[src/rtl/rx_ber_prbs9_pkg.sv]
// Shared types and constants for the PRBS9 BER checker: FSM states, generator taps
// and a ceil-log2 helper used to size the phase and window counters.
package rx_ber_pkg;

  typedef enum logic [1:0] {
    ST_SEARCH = 2'd0,
    ST_VERIFY = 2'd1,
    ST_LOCK   = 2'd2
  } state_e;

  // x^9 + x^5 + 1
  localparam int PRBS_TAP_HI = 9;
  localparam int PRBS_TAP_LO = 5;

  function automatic int clog2(input int v);
    int r;
    int x;
    r = 0;
    x = v - 1;
    while (x > 0) begin
      r = r + 1;
      x = x >>> 1;
    end
    return r;
  endfunction

endpackage

[src/rtl/rx_ber_prbs9_if.sv]
// Oversampled symbol stream (one channel) feeding the BER checker.
interface rx_ber_prbs9_if #(
  parameter int NB_IN = 8
) ();
  logic signed [NB_IN-1:0] i_sample;
  logic                    i_valid;

  modport master (output i_sample, output i_valid);
  modport slave  (input  i_sample, input  i_valid);
endinterface

[src/rtl/rx_ber_prbs9_ref.sv]
// Local PRBS9 reference: shift-loads sliced bits while searching, free-runs from
// its own prediction otherwise; also counts the 9 fill decisions of a search.
module rx_ber_prbs9_ref
  import rx_ber_pkg::*;
(
  input  logic clk,
  input  logic rst_ni,
  input  logic dec_valid_i,
  input  logic rx_bit_i,
  input  logic search_i,
  output logic pred_o,
  output logic fill_last_o,
  output logic ref_zero_o
);

  logic [8:0] ref_q, ref_d;
  logic [3:0] fill_q, fill_d;

  assign pred_o      = ref_q[PRBS_TAP_HI-1] ^ ref_q[PRBS_TAP_LO-1];
  assign fill_last_o = (fill_q == 4'd8);
  assign ref_zero_o  = (ref_q == 9'd0);

  always_comb begin
    ref_d  = ref_q;
    fill_d = fill_q;
    if (!search_i) fill_d = 4'd0;
    if (dec_valid_i) begin
      if (search_i) begin
        ref_d  = {ref_q[7:0], rx_bit_i};
        fill_d = fill_last_o ? 4'd0 : fill_q + 4'd1;
      end else begin
        ref_d  = {ref_q[7:0], pred_o};
      end
    end
  end

  always_ff @(posedge clk or negedge rst_ni) begin
    if (!rst_ni) begin
      ref_q  <= '0;
      fill_q <= '0;
    end else begin
      ref_q  <= ref_d;
      fill_q <= fill_d;
    end
  end

endmodule

[src/rtl/rx_ber_prbs9.sv]
// PRBS9 BER checker for one I/Q channel: decimate, slice, self-sync, count bits/errors.
// Optional debug taps (decision bit/strobe, FSM state) when RX_BER_DEBUG_EN is defined.
module rx_ber_prbs9
  import rx_ber_pkg::*;
#(
  parameter int OVERSAMP = 4,
  parameter int NB_IN    = 8,
  parameter int NB_CNT   = 32,
  parameter int SYNC_WIN = 64,
  parameter int SYNC_THR = 4
) (
  input  logic                         clk,
  input  logic                         i_reset,
  rx_ber_prbs9_if.slave                s_if,
  input  logic [clog2(OVERSAMP)-1:0]   i_phase,
  input  logic                         i_clear,
  output logic                         o_lock,
  output logic [NB_CNT-1:0]            o_bit_cnt,
  output logic [NB_CNT-1:0]            o_err_cnt
`ifdef RX_BER_DEBUG_EN
  ,
  output logic                         o_dec_bit,
  output logic                         o_dec_valid,
  output logic [1:0]                   o_state
`endif
);

  localparam int PW  = clog2(OVERSAMP);
  localparam int WCW = clog2(SYNC_WIN);
  localparam int WEW = clog2(SYNC_WIN + 1);

  logic [PW-1:0]     phase_q;
  logic              dec_valid_q;
  logic              rx_bit_q;
  state_e            state_q;
  logic [WCW-1:0]    win_cnt_q;
  logic [WEW-1:0]    win_err_q;
  logic [WEW-1:0]    win_err_d;
  logic [NB_CNT-1:0] bit_cnt_q;
  logic [NB_CNT-1:0] err_cnt_q;
  logic              lock_q;
  logic              pred, fill_last, ref_zero, err, win_end, win_ok;

  always_ff @(posedge clk or negedge i_reset) begin
    if (!i_reset) begin
      phase_q     <= '0;
      dec_valid_q <= 1'b0;
      rx_bit_q    <= 1'b0;
    end else begin
      if (s_if.i_valid) phase_q <= phase_q + 1'b1;
      dec_valid_q <= s_if.i_valid && (phase_q == i_phase);
      if (s_if.i_valid && (phase_q == i_phase)) rx_bit_q <= s_if.i_sample[NB_IN-1];
    end
  end

  rx_ber_prbs9_ref u_ref (
    .clk         (clk),
    .rst_ni      (i_reset),
    .dec_valid_i (dec_valid_q),
    .rx_bit_i    (rx_bit_q),
    .search_i    (state_q == ST_SEARCH),
    .pred_o      (pred),
    .fill_last_o (fill_last),
    .ref_zero_o  (ref_zero)
  );

  assign err       = rx_bit_q ^ pred;
  assign win_end   = (win_cnt_q == WCW'(SYNC_WIN - 1));
  assign win_err_d = win_err_q + WEW'(err);
  assign win_ok    = (win_err_d <= WEW'(SYNC_THR));

  always_ff @(posedge clk or negedge i_reset) begin
    if (!i_reset) begin
      state_q   <= ST_SEARCH;
      win_cnt_q <= '0;
      win_err_q <= '0;
      bit_cnt_q <= '0;
      err_cnt_q <= '0;
      lock_q    <= 1'b0;
    end else begin
      case (state_q)
        ST_SEARCH: begin
          if (dec_valid_q && fill_last) begin
            state_q   <= ST_VERIFY;
            win_cnt_q <= '0;
            win_err_q <= '0;
          end
        end
        ST_VERIFY: begin
          // a zero reference can never track a live PRBS, so resync at once
          if (ref_zero) begin
            state_q <= ST_SEARCH;
          end else if (dec_valid_q) begin
            if (win_end) begin
              state_q   <= win_ok ? ST_LOCK : ST_SEARCH;
              lock_q    <= win_ok;
              win_cnt_q <= '0;
              win_err_q <= '0;
            end else begin
              win_cnt_q <= win_cnt_q + 1'b1;
              win_err_q <= win_err_d;
            end
          end
        end
        ST_LOCK: begin
          if (dec_valid_q) begin
            if (!(&bit_cnt_q))        bit_cnt_q <= bit_cnt_q + 1'b1;
            if (err && !(&err_cnt_q)) err_cnt_q <= err_cnt_q + 1'b1;
            if (win_end) begin
              win_cnt_q <= '0;
              win_err_q <= '0;
              if (!win_ok) begin
                state_q <= ST_SEARCH;
                lock_q  <= 1'b0;
              end
            end else begin
              win_cnt_q <= win_cnt_q + 1'b1;
              win_err_q <= win_err_d;
            end
          end
        end
        default: begin
          state_q <= ST_SEARCH;
          lock_q  <= 1'b0;
        end
      endcase
      if (i_clear) begin
        bit_cnt_q <= '0;
        err_cnt_q <= '0;
      end
    end
  end

  assign o_lock    = lock_q;
  assign o_bit_cnt = bit_cnt_q;
  assign o_err_cnt = err_cnt_q;

`ifdef RX_BER_DEBUG_EN
  assign o_dec_bit   = rx_bit_q;
  assign o_dec_valid = dec_valid_q;
  assign o_state     = 2'(state_q);
`endif

endmodule

[src/flat_wrapper.sv]
// flat-port wrapper written by rule: the top's interface ports become plain ports
module rx_ber_prbs9_flat import rx_ber_pkg::*;
#(
  parameter int OVERSAMP = 4,
  parameter int NB_IN    = 8,
  parameter int NB_CNT   = 32,
  parameter int SYNC_WIN = 64,
  parameter int SYNC_THR = 4
)
  (clk, i_reset, i_phase, i_clear, o_lock, o_bit_cnt, o_err_cnt, s_if_i_sample, s_if_i_valid);
  rx_ber_prbs9_if #(.NB_IN(NB_IN)) s_if_i ();
  input  logic clk;
  input  logic i_reset;
  input  logic [clog2(OVERSAMP)-1:0] i_phase;
  input  logic i_clear;
  output logic o_lock;
  output logic [NB_CNT-1:0] o_bit_cnt;
  output logic [NB_CNT-1:0] o_err_cnt;
  input wire logic [$bits(s_if_i.i_sample)-1:0] s_if_i_sample;
  input wire logic [$bits(s_if_i.i_valid)-1:0] s_if_i_valid;
  assign s_if_i.i_sample = s_if_i_sample;
  assign s_if_i.i_valid = s_if_i_valid;
  rx_ber_prbs9 #(.OVERSAMP(OVERSAMP), .NB_IN(NB_IN), .NB_CNT(NB_CNT), .SYNC_WIN(SYNC_WIN), .SYNC_THR(SYNC_THR)) u_core (.clk(clk), .i_reset(i_reset), .s_if(s_if_i), .i_phase(i_phase), .i_clear(i_clear), .o_lock(o_lock), .o_bit_cnt(o_bit_cnt), .o_err_cnt(o_err_cnt));
endmodule
[config.mk]
export PLATFORM = sky130hd
export DESIGN_NAME = rx_ber_prbs9_flat
export DESIGN_NICKNAME = d
export VERILOG_FILES = /design/src/rtl/rx_ber_prbs9_pkg.sv /design/src/rtl/rx_ber_prbs9_if.sv /design/src/rtl/rx_ber_prbs9_ref.sv /design/src/rtl/rx_ber_prbs9.sv /design/src/flat_wrapper.sv
export SDC_FILE = /design/constraint.sdc
export NUM_CORES = 1
export LEC_CHECK = 0
export CORE_MARGIN = 2
export CORE_UTILIZATION = 50
export DETAILED_ROUTE_END_ITERATION = 7
export PLACE_DENSITY_LB_ADDON = 0.25
export SLEW_MARGIN = 20
export SYNTH_ARGS = -nofsm -noshare
export SYNTH_HDL_FRONTEND = slang
export SYNTH_SLANG_ARGS = --single-unit
export TNS_END_PERCENT = 5
[constraint.sdc]
create_clock -name clk -period 2.6 [get_ports clk]
set_clock_uncertainty 0.1 [all_clocks]
set_input_delay 0.78 -clock clk [delete_from_list [all_inputs] [get_ports clk]]
set_output_delay 0.78 -clock clk [all_outputs]
set_load 0.02 [all_outputs]
==> run metrics <==
remaining routing DRC violations=0; max-slew headroom at the worst pin=0.565; horizontal extent of the die=~110 µm; area taken by flip-flops and latches=2430 µm²; sum of internal, switching and leakage power=about 4.2 mW; final hold violations=0; Root Buffer Master=clkbuf_8; Worst Slack Setup Final=-0.00652 ns; number of enable-type register cells in the synthesized netlist=0; Yosys reg bits=97; cell count after synthesis=about 570; dominant delay contributor by cell family on the critical path=compound AO/OA/AOI/OAI gates; count of max-cap constraint violations=0; sort of element at the end of the critical path=flop; final max-slew violation count=0; clk buf depth=2; worst hold slack=approximately 0.28 ns; Total Die Area=around 12000 µm²; nets@finish=between 600 and 700; number of buffer and inverter instances along the worst setup path=0; run status=finished, violations left; DR WL/cell=around 16 µm; area growth from synthesis to layout=25.9%; number of buffers inserted by port buffering=71; critical-path maximum fanout=2; CP Cell Sequence=xor3_2 -> ha_4 -> ha_4 -> a211oi_2 -> o31ai_2 -> a2111o_1 -> or4_1 -> o21ai_1; number of rows created at floorplan=37; number of failing setup endpoints in the final timing report=1; leakage power=roughly 2.7 nW; failing checks=setup timing; antenna violations before repair=0; total of warnings raised by yosys=0; Worst Setup Path Type=reg2reg; P per Cell Area=626 nW/µm²; Routed WL=12600 µm; combined area of the multi-input logic cells=between 2000 and 3000 µm²; Peak supply drop=between 300 and 400 µV; cell at the slowest stage of the critical path=xor3_2; critical path's most frequent cell=ha_4; hpwl dp=8950 µm; setup repair after global routing missed its margin=true; mean cell area of the mapped netlist=about 9.5 µm²; number of nets in the synthesized netlist=a little under 600; summed negative setup slack over all endpoints=-0.00652 ns; Final Wtd Congestion=~0.85; Filler Cell Count=about 830; fin crit share=1.00; overall overflow remaining after global route=0; clock period minus worst slack=2.61 ns; crit-path max cell delay=approximately 0.43 ns; Least-Margin Pin Slew=around 0.65 ns; floorplan core area=roughly 10000 µm²; required time at the worst-slack endpoint=~2.8 ns; Peak Freq=0.384 GHz; Synth async-reset ratio=1.00; Total GRT Usage=0.224; number of top-level pins=79; number of global-route vias before repair=around 4600; initial standard-cell utilization of the core=0.518; clock buffers created by TritonCTS=9; length of the first detailed-routing pass in iterations=4; Seq/Total Area, Yosys=0.450; post-CTS clock slew at the launch and capture registers of the worst setup and hold paths=about 0.1 ns; maximum number of pins on one net before global-route repair=63; height of the chip=108 µm; fraction of layout cells with a size suffix above 1=0.145; clk sinks=97; H-Tree Depth=3; class of the most critical hold timing path=in2async; antenna diode instance count=0; post-detailed-route count of antenna-violating nets=0; Unique masters post-synth=slightly above 60; post-synth design cell area=between 5000 and 6000 µm²; Post-synth top flop=dfrtp_1; crit path launch type=flop; Worst EP arrival=around 2.8 ns; TritonCTS clock tree=built; clock latency on the worst-skew pair=0.37 ns; detail-routed via count per cell=roughly 5.9; number of DRC violations after detailed-routing iteration 0=180; first-pass GRT wire length=~21000 µm; vias=4745
[what timing repair did]
action,4_1_cts,5_1_grt
gates resized for setup,5,4
hold buffers,0,0
setup endpoints to repair,3,9
setup buffers,2,0
pin swaps,7,6
[state kept, by name (all words and copies together) (netlist names)]
name                 flops
u_core.u_ref.ref_q       9
u_core.o_bit_cnt        32
u_core.rx_bit_q          1
u_core.win_cnt_q         6
u_core.win_err_q         7
u_core.u_ref.fill_q      4
u_core.o_err_cnt        32
u_core.o_lock            1
u_core.phase_q           2
u_core.dec_valid_q       1
u_core.state_q           2
[metrics by stage]
| stage | utilization | instance area (µm²) | cells | setup WS (ns) |
|---|---|---|---|---|
| 6_report | 0.652 | 6790 | 805 | -0.00652 |
| 5_1_grt | 0.652 | 6790 | 805 | -0.0842 |
| 2_1_floorplan | - | 5410 | 565 | 0.0240 |
| 3_3_place_gp | 0.622 | 6480 | 787 | -0.0325 |
| 3_5_place_dp | 0.622 | 6480 | 787 | -0.0786 |
| 4_1_cts | 0.650 | 6770 | 805 | -0.0287 |
[synthesized netlist by cell type (3+ instances only)]
cell	n	area, µm²
xor2_1	11	96.3
inv_1	21	78.8
xnor2_1	9	78.8
nor2_1	36	135
o31ai_1	18	135
nor4_1	6	37.5
and4_1	7	61.3
or4_1	18	135
buf_2	7	35.0
nand2b_1	3	18.8
or3_1	33	206
o21ai_0	46	230
a21oi_1	43	215
nor3_1	6	30.0
and2_1	6	37.5
o21a_1	3	22.5
nand4_1	15	93.8
nand3_1	36	180
and3_1	9	56.3
dfrtp_1	97	2430
mux2_2	16	180
ha_1	10	125
nand2_1	38	143
a21o_1	3	22.5
clkbuf_1	12	45.0
nor2b_1	10	62.6
[cell families after synthesis]
group / after synthesis / synth area share
and+or+nand+nor: 236 / 0.252
AOI/OAI and AO/OA: 136 / 0.159
DFF: 97 / 0.450
buffers and inverters: 45 / 0.0371
xor gates and xnor gates: 21 / 0.0369
muxes: 20 / 0.0420
adders and majority gates: 10 / 0.0232
[placed cells by master (no fill, tap or decap), types with 3 or more instances in the layout]
| cell type | count |
|---|---|
| clkdlybuf4s50_1 | 69 |
| nand3_1 | 36 |
| nor4_1 | 6 |
| and4_1 | 7 |
| or4_1 | 17 |
| inv_6 | 3 |
| nor2_1 | 36 |
| o21ai_0 | 45 |
| xor2_1 | 11 |
| or3_1 | 33 |
| o21a_1 | 3 |
| inv_1 | 21 |
| clkbuf_8 | 9 |
| and2_1 | 6 |
| nor3_1 | 5 |
| a21oi_1 | 43 |
| nand4_1 | 15 |
| and3_1 | 9 |
| nor2b_1 | 10 |
| a21o_1 | 3 |
| bufinv_16 | 3 |
| nand2_1 | 38 |
| ha_1 | 8 |
| o31ai_4 | 3 |
| o31ai_1 | 16 |
| nand2b_1 | 3 |
| buf_4 | 40 |
| xnor2_1 | 9 |
| mux2_2 | 16 |
| dfrtp_1 | 97 |
[power breakdown]
| part | internal, mW | total (mW) | switching [mW] |
|---|---|---|---|
| registers | 1.66 | 1.82 | 0.155 |
| logic | 0.605 | 1.21 | 0.604 |
| clock network | 0.650 | 1.22 | 0.572 |
| total | 2.92 | 4.25 | 1.33 |
[worst paths after layout]
path / to / start / slack [ns] / cells after the start
worst max-delay path: u_core.state_q[1] / u_core.u_ref.ref_q[8] / -0.007 / 8
worst min register to register: u_core.win_cnt_q[4] / u_core.win_cnt_q[4] / 0.39 / 1
min in group clk: u_core.win_cnt_q[4] / u_core.win_cnt_q[4] / 0.39 / 1
max in group asynchronous: u_core.o_bit_cnt[29] / i_reset / 1.54 / 2
worst max register to register: u_core.state_q[1] / u_core.u_ref.ref_q[8] / -0.007 / 8
worst min-delay path: u_core.win_err_q[5] / i_reset / 0.28 / 1
[area by class of cell]
class | instances | share of cell area
Multi-Input combinational cell | 423 | 0.417
Sequential cell | 97 | 0.358
Timing Repair Buffer | 112 | 0.153
Tap cell | 136 | 0.0251
Clock buffer | 9 | 0.0182
Clock inverter | 7 | 0.0182
Inverter | 21 | 0.0116
[layer usage]
layer,wire length [µm],global-route usage,share of wire
met1,5680,0.293,0.45
met2,6300,0.381,0.50
met3,395,0.0266,0.031
met4,202,0.0842,0.016
met5,0,0,0
(Power assumes the default switching activity.)
